$ cat config.mk
export PLATFORM = sky130hd
export DESIGN_NAME = hash_store_sequencer_flat
export DESIGN_NICKNAME = d
export VERILOG_FILES = /design/src/rtl/hash_store_sequencer_pkg.sv /design/src/rtl/hash_store_sequencer_if.sv /design/src/rtl/hash_word_select.sv /design/src/rtl/hash_store_sequencer.sv /design/src/flat_wrapper.sv
export SDC_FILE = /design/constraint.sdc
export NUM_CORES = 1
export LEC_CHECK = 0
export CORE_MARGIN = 4
export CORE_UTILIZATION = 46
export CTS_BUF_LIST = sky130_fd_sc_hd__clkbuf_16
export CTS_CLUSTER_SIZE = 28
export DETAILED_ROUTE_END_ITERATION = 7
export PLACE_DENSITY = 0.8
export REMOVE_ABC_BUFFERS = 1
export SLEW_MARGIN = 30
export SYNTH_ARGS = -nofsm -noshare
export SYNTH_HDL_FRONTEND = slang
export SYNTH_SLANG_ARGS = --single-unit
$ cat constraint.sdc
create_clock -name clock -period 2.23 [get_ports clock]
set_clock_uncertainty 0.15 [all_clocks]
set_input_delay 0.3345 -clock clock [delete_from_list [all_inputs] [get_ports clock]]
set_output_delay 0.3345 -clock clock [all_outputs]
set_load 0.1 [all_outputs]
$ cat src/rtl/hash_store_sequencer_pkg.sv
// Shared constants and state encoding for the hash write-back sequencer and its helpers.
package hash_store_sequencer_pkg;

    localparam int unsigned HASH_WORD_WIDTH     = 32;
    localparam int unsigned DEFAULT_HASH_LENGTH = 8;
    localparam int unsigned DEFAULT_ADDR_WIDTH  = 16;

    typedef enum logic [1:0] {
        StIdle  = 2'd0,
        StWrite = 2'd1,
        StDone  = 2'd2
    } state_e;

endpackage

$ cat src/rtl/hash_store_sequencer_if.sv
// Word-wide memory write port: the sequencer drives it as master, the memory answers as slave.
interface hash_store_sequencer_if
    import hash_store_sequencer_pkg::*;
#(
    parameter int unsigned ADDR_WIDTH = DEFAULT_ADDR_WIDTH
) ();

    logic                       mem_write;
    logic                       mem_ready;
    logic [ADDR_WIDTH-1:0]      mem_address;
    logic [HASH_WORD_WIDTH-1:0] mem_data;

    modport master (
        output mem_write,
        output mem_address,
        output mem_data,
        input  mem_ready
    );

    modport slave (
        input  mem_write,
        input  mem_address,
        input  mem_data,
        output mem_ready
    );

endinterface

$ cat src/rtl/hash_word_select.sv
// Combinational readout of one 32-bit word from a packed hash vector (word 0 in the low bits).
module hash_word_select
    import hash_store_sequencer_pkg::*;
#(
    parameter int unsigned HASH_LENGTH = DEFAULT_HASH_LENGTH,
    parameter int unsigned INDEX_WIDTH = (HASH_LENGTH > 1) ? $clog2(HASH_LENGTH) : 1
) (
    input  logic [HASH_WORD_WIDTH*HASH_LENGTH-1:0] hash,
    input  logic [INDEX_WIDTH-1:0]                 index,
    output logic [HASH_WORD_WIDTH-1:0]             word
);

    always_comb begin
        word = '0;
        for (int unsigned i = 0; i < HASH_LENGTH; i++) begin
            if (index == INDEX_WIDTH'(i)) begin
                word = hash[HASH_WORD_WIDTH*i +: HASH_WORD_WIDTH];
            end
        end
    end

endmodule

$ cat src/rtl/hash_store_sequencer.sv
// Writes a snapshotted hash to memory one word per accepted write, then pulses done.
// All outputs are registered; abort terminates silently, reset has top priority.
module hash_store_sequencer
    import hash_store_sequencer_pkg::*;
#(
    parameter int unsigned  HASH_LENGTH = DEFAULT_HASH_LENGTH,
    parameter int unsigned  ADDR_WIDTH  = DEFAULT_ADDR_WIDTH,
    localparam int unsigned INDEX_WIDTH = (HASH_LENGTH > 1) ? $clog2(HASH_LENGTH) : 1
) (
    input  logic                                   clock,
    input  logic                                   reset,
    input  logic                                   start,
    input  logic                                   abort,
    input  logic [HASH_WORD_WIDTH*HASH_LENGTH-1:0] hash_vector,
    input  logic [ADDR_WIDTH-1:0]                  base_address,
    hash_store_sequencer_if.master                 mem,
    output logic [INDEX_WIDTH-1:0]                 word_index,
    output logic                                   busy,
    output logic                                   done
);

    localparam int unsigned LAST_INDEX = HASH_LENGTH - 1;

    state_e                                 state;
    logic [HASH_WORD_WIDTH*HASH_LENGTH-1:0] snap_hash;
    logic [ADDR_WIDTH-1:0]                  snap_base;
    logic [INDEX_WIDTH-1:0]                 next_index;
    logic [HASH_WORD_WIDTH-1:0]             next_word;
    logic                                   accept;

    assign accept     = mem.mem_write & mem.mem_ready;
    assign next_index = word_index + 1'b1;

    // Pre-fetch the following word so data can advance on the same edge as the accept.
    hash_word_select #(
        .HASH_LENGTH (HASH_LENGTH),
        .INDEX_WIDTH (INDEX_WIDTH)
    ) u_word_select (
        .hash  (snap_hash),
        .index (next_index),
        .word  (next_word)
    );

    always_ff @(posedge clock) begin
        if (reset) begin
            state           <= StIdle;
            snap_hash       <= '0;
            snap_base       <= '0;
            word_index      <= '0;
            busy            <= 1'b0;
            done            <= 1'b0;
            mem.mem_write   <= 1'b0;
            mem.mem_address <= '0;
            mem.mem_data    <= '0;
        end else begin
            case (state)
                StIdle: begin
                    if (start) begin
                        snap_hash       <= hash_vector;
                        snap_base       <= base_address;
                        word_index      <= '0;
                        mem.mem_address <= base_address;
                        mem.mem_data    <= hash_vector[HASH_WORD_WIDTH-1:0];
                        mem.mem_write   <= 1'b1;
                        busy            <= 1'b1;
                        state           <= StWrite;
                    end
                end
                StWrite: begin
                    // Abort wins even on the final accept: the write lands but no done.
                    if (abort) begin
                        mem.mem_write <= 1'b0;
                        busy          <= 1'b0;
                        word_index    <= '0;
                        state         <= StIdle;
                    end else if (accept) begin
                        if (word_index == INDEX_WIDTH'(LAST_INDEX)) begin
                            mem.mem_write <= 1'b0;
                            busy          <= 1'b0;
                            done          <= 1'b1;
                            word_index    <= '0;
                            state         <= StDone;
                        end else begin
                            word_index      <= next_index;
                            mem.mem_address <= snap_base + ADDR_WIDTH'(next_index);
                            mem.mem_data    <= next_word;
                        end
                    end
                end
                StDone: begin
                    done  <= 1'b0;
                    state <= StIdle;
                end
                default: begin
                    state <= StIdle;
                end
            endcase
        end
    end

endmodule

$ cat src/flat_wrapper.sv
// flat-port wrapper written by rule: the top's interface ports become plain ports
module hash_store_sequencer_flat import hash_store_sequencer_pkg::*;
#(
    parameter int unsigned  HASH_LENGTH = DEFAULT_HASH_LENGTH,
    parameter int unsigned  ADDR_WIDTH  = DEFAULT_ADDR_WIDTH,
    localparam int unsigned INDEX_WIDTH = (HASH_LENGTH > 1) ? $clog2(HASH_LENGTH) : 1
)
  (clock, reset, start, abort, hash_vector, base_address, word_index, busy, done, mem_mem_write, mem_mem_address, mem_mem_data, mem_mem_ready);
  hash_store_sequencer_if #(.ADDR_WIDTH(ADDR_WIDTH)) mem_i ();
  input  logic clock;
  input  logic reset;
  input  logic start;
  input  logic abort;
  input  logic [HASH_WORD_WIDTH*HASH_LENGTH-1:0] hash_vector;
  input  logic [ADDR_WIDTH-1:0] base_address;
  output logic [INDEX_WIDTH-1:0] word_index;
  output logic busy;
  output logic done;
  output wire logic [$bits(mem_i.mem_write)-1:0] mem_mem_write;
  output wire logic [$bits(mem_i.mem_address)-1:0] mem_mem_address;
  output wire logic [$bits(mem_i.mem_data)-1:0] mem_mem_data;
  input wire logic [$bits(mem_i.mem_ready)-1:0] mem_mem_ready;
  assign mem_mem_write = mem_i.mem_write;
  assign mem_mem_address = mem_i.mem_address;
  assign mem_mem_data = mem_i.mem_data;
  assign mem_i.mem_ready = mem_mem_ready;
  hash_store_sequencer #(.HASH_LENGTH(HASH_LENGTH), .ADDR_WIDTH(ADDR_WIDTH)) u_core (.clock(clock), .reset(reset), .start(start), .abort(abort), .hash_vector(hash_vector), .base_address(base_address), .mem(mem_i), .word_index(word_index), .busy(busy), .done(done));
endmodule
==> summary.md <==
| Metric | Value |
|---|---|
| Run status | finished, violations left |
| Failing checks | setup timing |
| Synthesized area | roughly 0.015 mm^2 |
| Final core occ | 0.652 |
| PortBufs | 330 |
| Reg-to-reg critical path startpoint | u_core.word_index[0]$_SDFFE_PP0P_ |
| Crit path to | u_core.mem.mem_address[4]$_SDFFE_PP0P_ |
| Grt met1 use | 0.331 |
| WS Path Type | register to register |
| Mean number of vias per cell | around 5.7 |
| Minimum clock period after layout | between 2 and 2.5 ns |
| Reg2reg end | u_core.mem.mem_address[4]$_SDFFE_PP0P_ |
| Top cells by area, synth | dfxtp_1 (44%), nand2_1 (16%), a21oi_1 (12%) |
| Post-synthesis mux area share | 0.0288 |
| First-pass GRT wire length | between 70000 and 80000 um |
| Post-route setup TNS | -0.466 ns |
| Initial antenna violation count | 4 |
| TritonCTS clock tree | yes |
| Htree depth | 2 |
| Worst setup margin | -0.102 ns |
| CTS root buffer | clkbuf_16 |
| Core area | between 0.03 and 0.04 mm^2 |
| Max Freq | ~430 MHz |
| Worst path cell trace | inv_4 -> ha_4 -> inv_2 -> fa_2 -> nand2b_1 -> a21oi_2 -> or3_1 -> a311o_1 -> a21oi_1 |
| Seq/Total Area, Yosys | 0.442 |
| Global routing's busiest layer | met2 |
| Final instance area | just over 0.02 mm^2 |
| FF+latch area | 0.00655 mm^2 |
| Starting Density | 0.468 |
| Drt drc | 0 |
| Setup-failing EPs final | 12 |
| Dominant synthesized flop cell | dfxtp_1 |
| Slew HR | 0.448 |
| Detail Route Antenna Nets | 0 |
| Slew Limit Fails | 0 |
| Largest net degree at the start of global routing | 173 |
| CTS max path bufs | 3 |
| Clock latency on the worst-skew pair | around 0.51 ns |
| Avg Cell Area, Syn | between 7 and 8 um^2 |
| Die Width | ~190 um |
| Detailed-route wire length | between 50000 and 60000 um |
| Setup WS pre-CTS | -0.323 ns |
| R2R setup slack | -0.10 ns |
| Compound-Gate Fraction of Synth Area | 0.216 |
| Row count | 65 |
| Fillers | between 2000 and 3000 |
| Num CTS Buffers | 35 |
| GRT overflow | 0 |
| Area of the multi-input gates | 0.00769 mm^2 |
| Crit. Startpoint | u_core.word_index[0]$_SDFFE_PP0P_ |
| Detailed Routing Iterations Pass 1 | 5 |
| GRT Total Usage | 0.263 |
| Met2 GRT Util | 0.442 |
| Synth Area in XOR/XNOR | 0.00651 |
| Crit-path max cell delay | roughly 0.40 ns |
| Largest family of logic cells by synthesized area | simple AND/OR/NAND/NOR gates |
| Die Ht | around 190 um |
| I/O pin count | about 330 |
| Crit-path max FO | 4 |
| Total power | ~15 mW |
| Clock transition at the registers of the reported paths | roughly 0.06 ns |
| Drt initial violations | between 1500 and 2000 |
| Placed Instance Area | approximately 0.019 mm^2 |
| Clock Sinks | around 330 |
| Hpwl dp | about 32000 um |
| Area leader, netlist | dfxtp_1 |
| Vias in the first global route | approximately 15000 |
| Yosys top cell area share | 0.442 |
| DIE AREA | between 0.03 and 0.04 mm^2 |
| Post-synth ARST share | 0 |
| Share of post-route cells with drive strength above 1 | 0.131 |
| Pleak | ~7.7 nW |
| # nets final | around 2600 |
| Register bit total from synthesis | 327 |
| Post-synthesis simple-gate area fraction | 0.238 |
| FF-to-FF path depth | 9 |
| Slew @ Worst Pin | just over 0.8 ns |
| Vias | between 15000 and 20000 |
| Crit share post-route | 1.05 |
| Synth unique cells | 53 |
| Average wire per standard cell | ~19 um |
| Hold_ws | 0.0308 ns |
| Adder-cell share of the synthesized area | 0.00879 |
| Startpoint types | register |
| EDFF count, synth | 0 |
| CTS Hold Bufs | 0 |
| Crit end category | register |
| RSZ-0062 raised after global routing | true |
| Finished Layout Cells | 2703 |
| Final hold violations | 0 |
| Power Density | around 740 mW/mm^2 |
| # placed instances | 2607 |
| M3 GR Usage | 0.0452 |
| Syn-to-layout area delta | 39.4% |
| Slowest-stage cell, CP | fa_2 |
| VDD IR max | 0.529 mV |
| HP Class | primary input to register |
| Gate Count Post-Synth | a little under 2000 |
| Global placer's final weighted congestion | roughly 0.85 |
| Crit path DAT | around 2.6 ns |
| # Max-Cap Violations | 0 |
| Crit path required time | about 2.5 ns |
| Synth Warn # | 0 |
## layout by cell type, fill, tap and decap left out, drive strengths merged, types with 42 or more instances in the layout
| cell type | n |
|---|---|
| nand2 | 644 |
| a21oi | 357 |
| dfxtp | 327 |
| clkdlybuf4s50 | 275 |
| buf | 163 |
| o21ai | 86 |
| nor2 | 52 |
| a221oi | 51 |
| clkbuf | 44 |
| inv | 43 |
| nor2b | 42 |
## cell usage after synthesis (all sizes together), types with 13 or more instances
cell	n
inv	30
a211oi	23
buf	78
nor3b	20
dfxtp	327
nor2b	42
a21oi	357
nor2	52
nand3b	19
nand2b	16
o21ai	86
a221oi	51
nand2	644
mux2	13
clkbuf	93
o2111ai	19
## worst max-delay path: cells and delay by family (launching register included)
kind,cells,cell delay [ns]
AND/OR/NAND/NOR,2,0.48
AO/OA/AOI/OAI,3,0.50
flip-flops,1,0.38
buffers and inverters,2,0.09
adder cells (fa/ha/maj),2,0.67
## worst min path at each step
| stage | end | slack [ns] | start | depth (start not counted) |
|---|---|---|---|---|
| after floorplan | u_core.mem.mem_data[22]$_SDFFE_PP0P_ | 0.25 | reset | 1 |
| after global placement | u_core.snap_hash[229]$_SDFFE_PP0P_ | 0.29 | u_core.snap_hash[229]$_SDFFE_PP0P_ | 2 |
| after detailed placement | u_core.snap_hash[76]$_SDFFE_PP0P_ | 0.30 | u_core.snap_hash[76]$_SDFFE_PP0P_ | 2 |
| after CTS | u_core.word_index[0]$_SDFFE_PP0P_ | 0.01 | reset | 2 |
| after global routing | u_core.word_index[2]$_SDFFE_PP0P_ | 0.04 | reset | 2 |
| final | u_core.word_index[0]$_SDFFE_PP0P_ | 0.03 | reset | 2 |
## registers in the layout, indices dropped and copies added (netlist names)
name and cells:
u_core.done 1, u_core.mem.mem_address 16, u_core.mem.mem_data 32, u_core.mem.mem_write 1
u_core.snap_base 16, u_core.snap_hash 256, u_core.state 2, u_core.word_index 3
## final cells by class
class	instances	area share
Clock buffer	37	0.0449
Antenna cell	4	0.000485
Tap cell	402	0.0244
Sequential cell	327	0.318
Timing Repair Buffer	445	0.223
Multi-Input combinational cell	1434	0.373
Clock inverter	24	0.0109
Inverter	30	0.00558
## timing repair
| action | 4_1_cts | 5_1_grt |
|---|---|---|
| resized for setup | 13 | 71 |
| buffers inserted | 7 | 15 |
| gates cloned | 1 | 8 |
| pin swaps | 5 | 32 |
| hold endpoints to repair | 0 | 0 |
| endpoints found under the setup margin | 48 | 48 |
## power by group
part | internal (mW) | leakage [nW] | total, mW | switching (mW)
Sequential | 6.24 | 2.69 | 6.48 | 0.240
Combinational | 1.13 | 4.42 | 2.84 | 1.71
Clock | 3.56 | 0.612 | 5.90 | 2.34
Total | 10.9 | 7.72 | 15.2 | 4.29
## kinds of logic (layout without fill, tap and decap cells)
logic type      Yosys count  after routing
other cells               0              4
flops                   327            327
buf+inv                 201            536
xor+xnor                 11             11
fa+ha+maj                10             10
compound gates          559            559
simple gates            828            828
mux                      26             26
## routing by layer
| metal | part of all wire | vias up | wire, um |
|---|---|---|---|
| met5 | 0 | - | 0 |
| met4 | 0.041 | 0 | 2120 |
| met3 | 0.084 | 159 | 4320 |
| met2 | 0.48 | 775 | 24500 |
| met1 | 0.40 | 7221 | 20500 |
| li1 | - | 7270 | - |
Note: power is estimated with default switching activity, not from simulation.
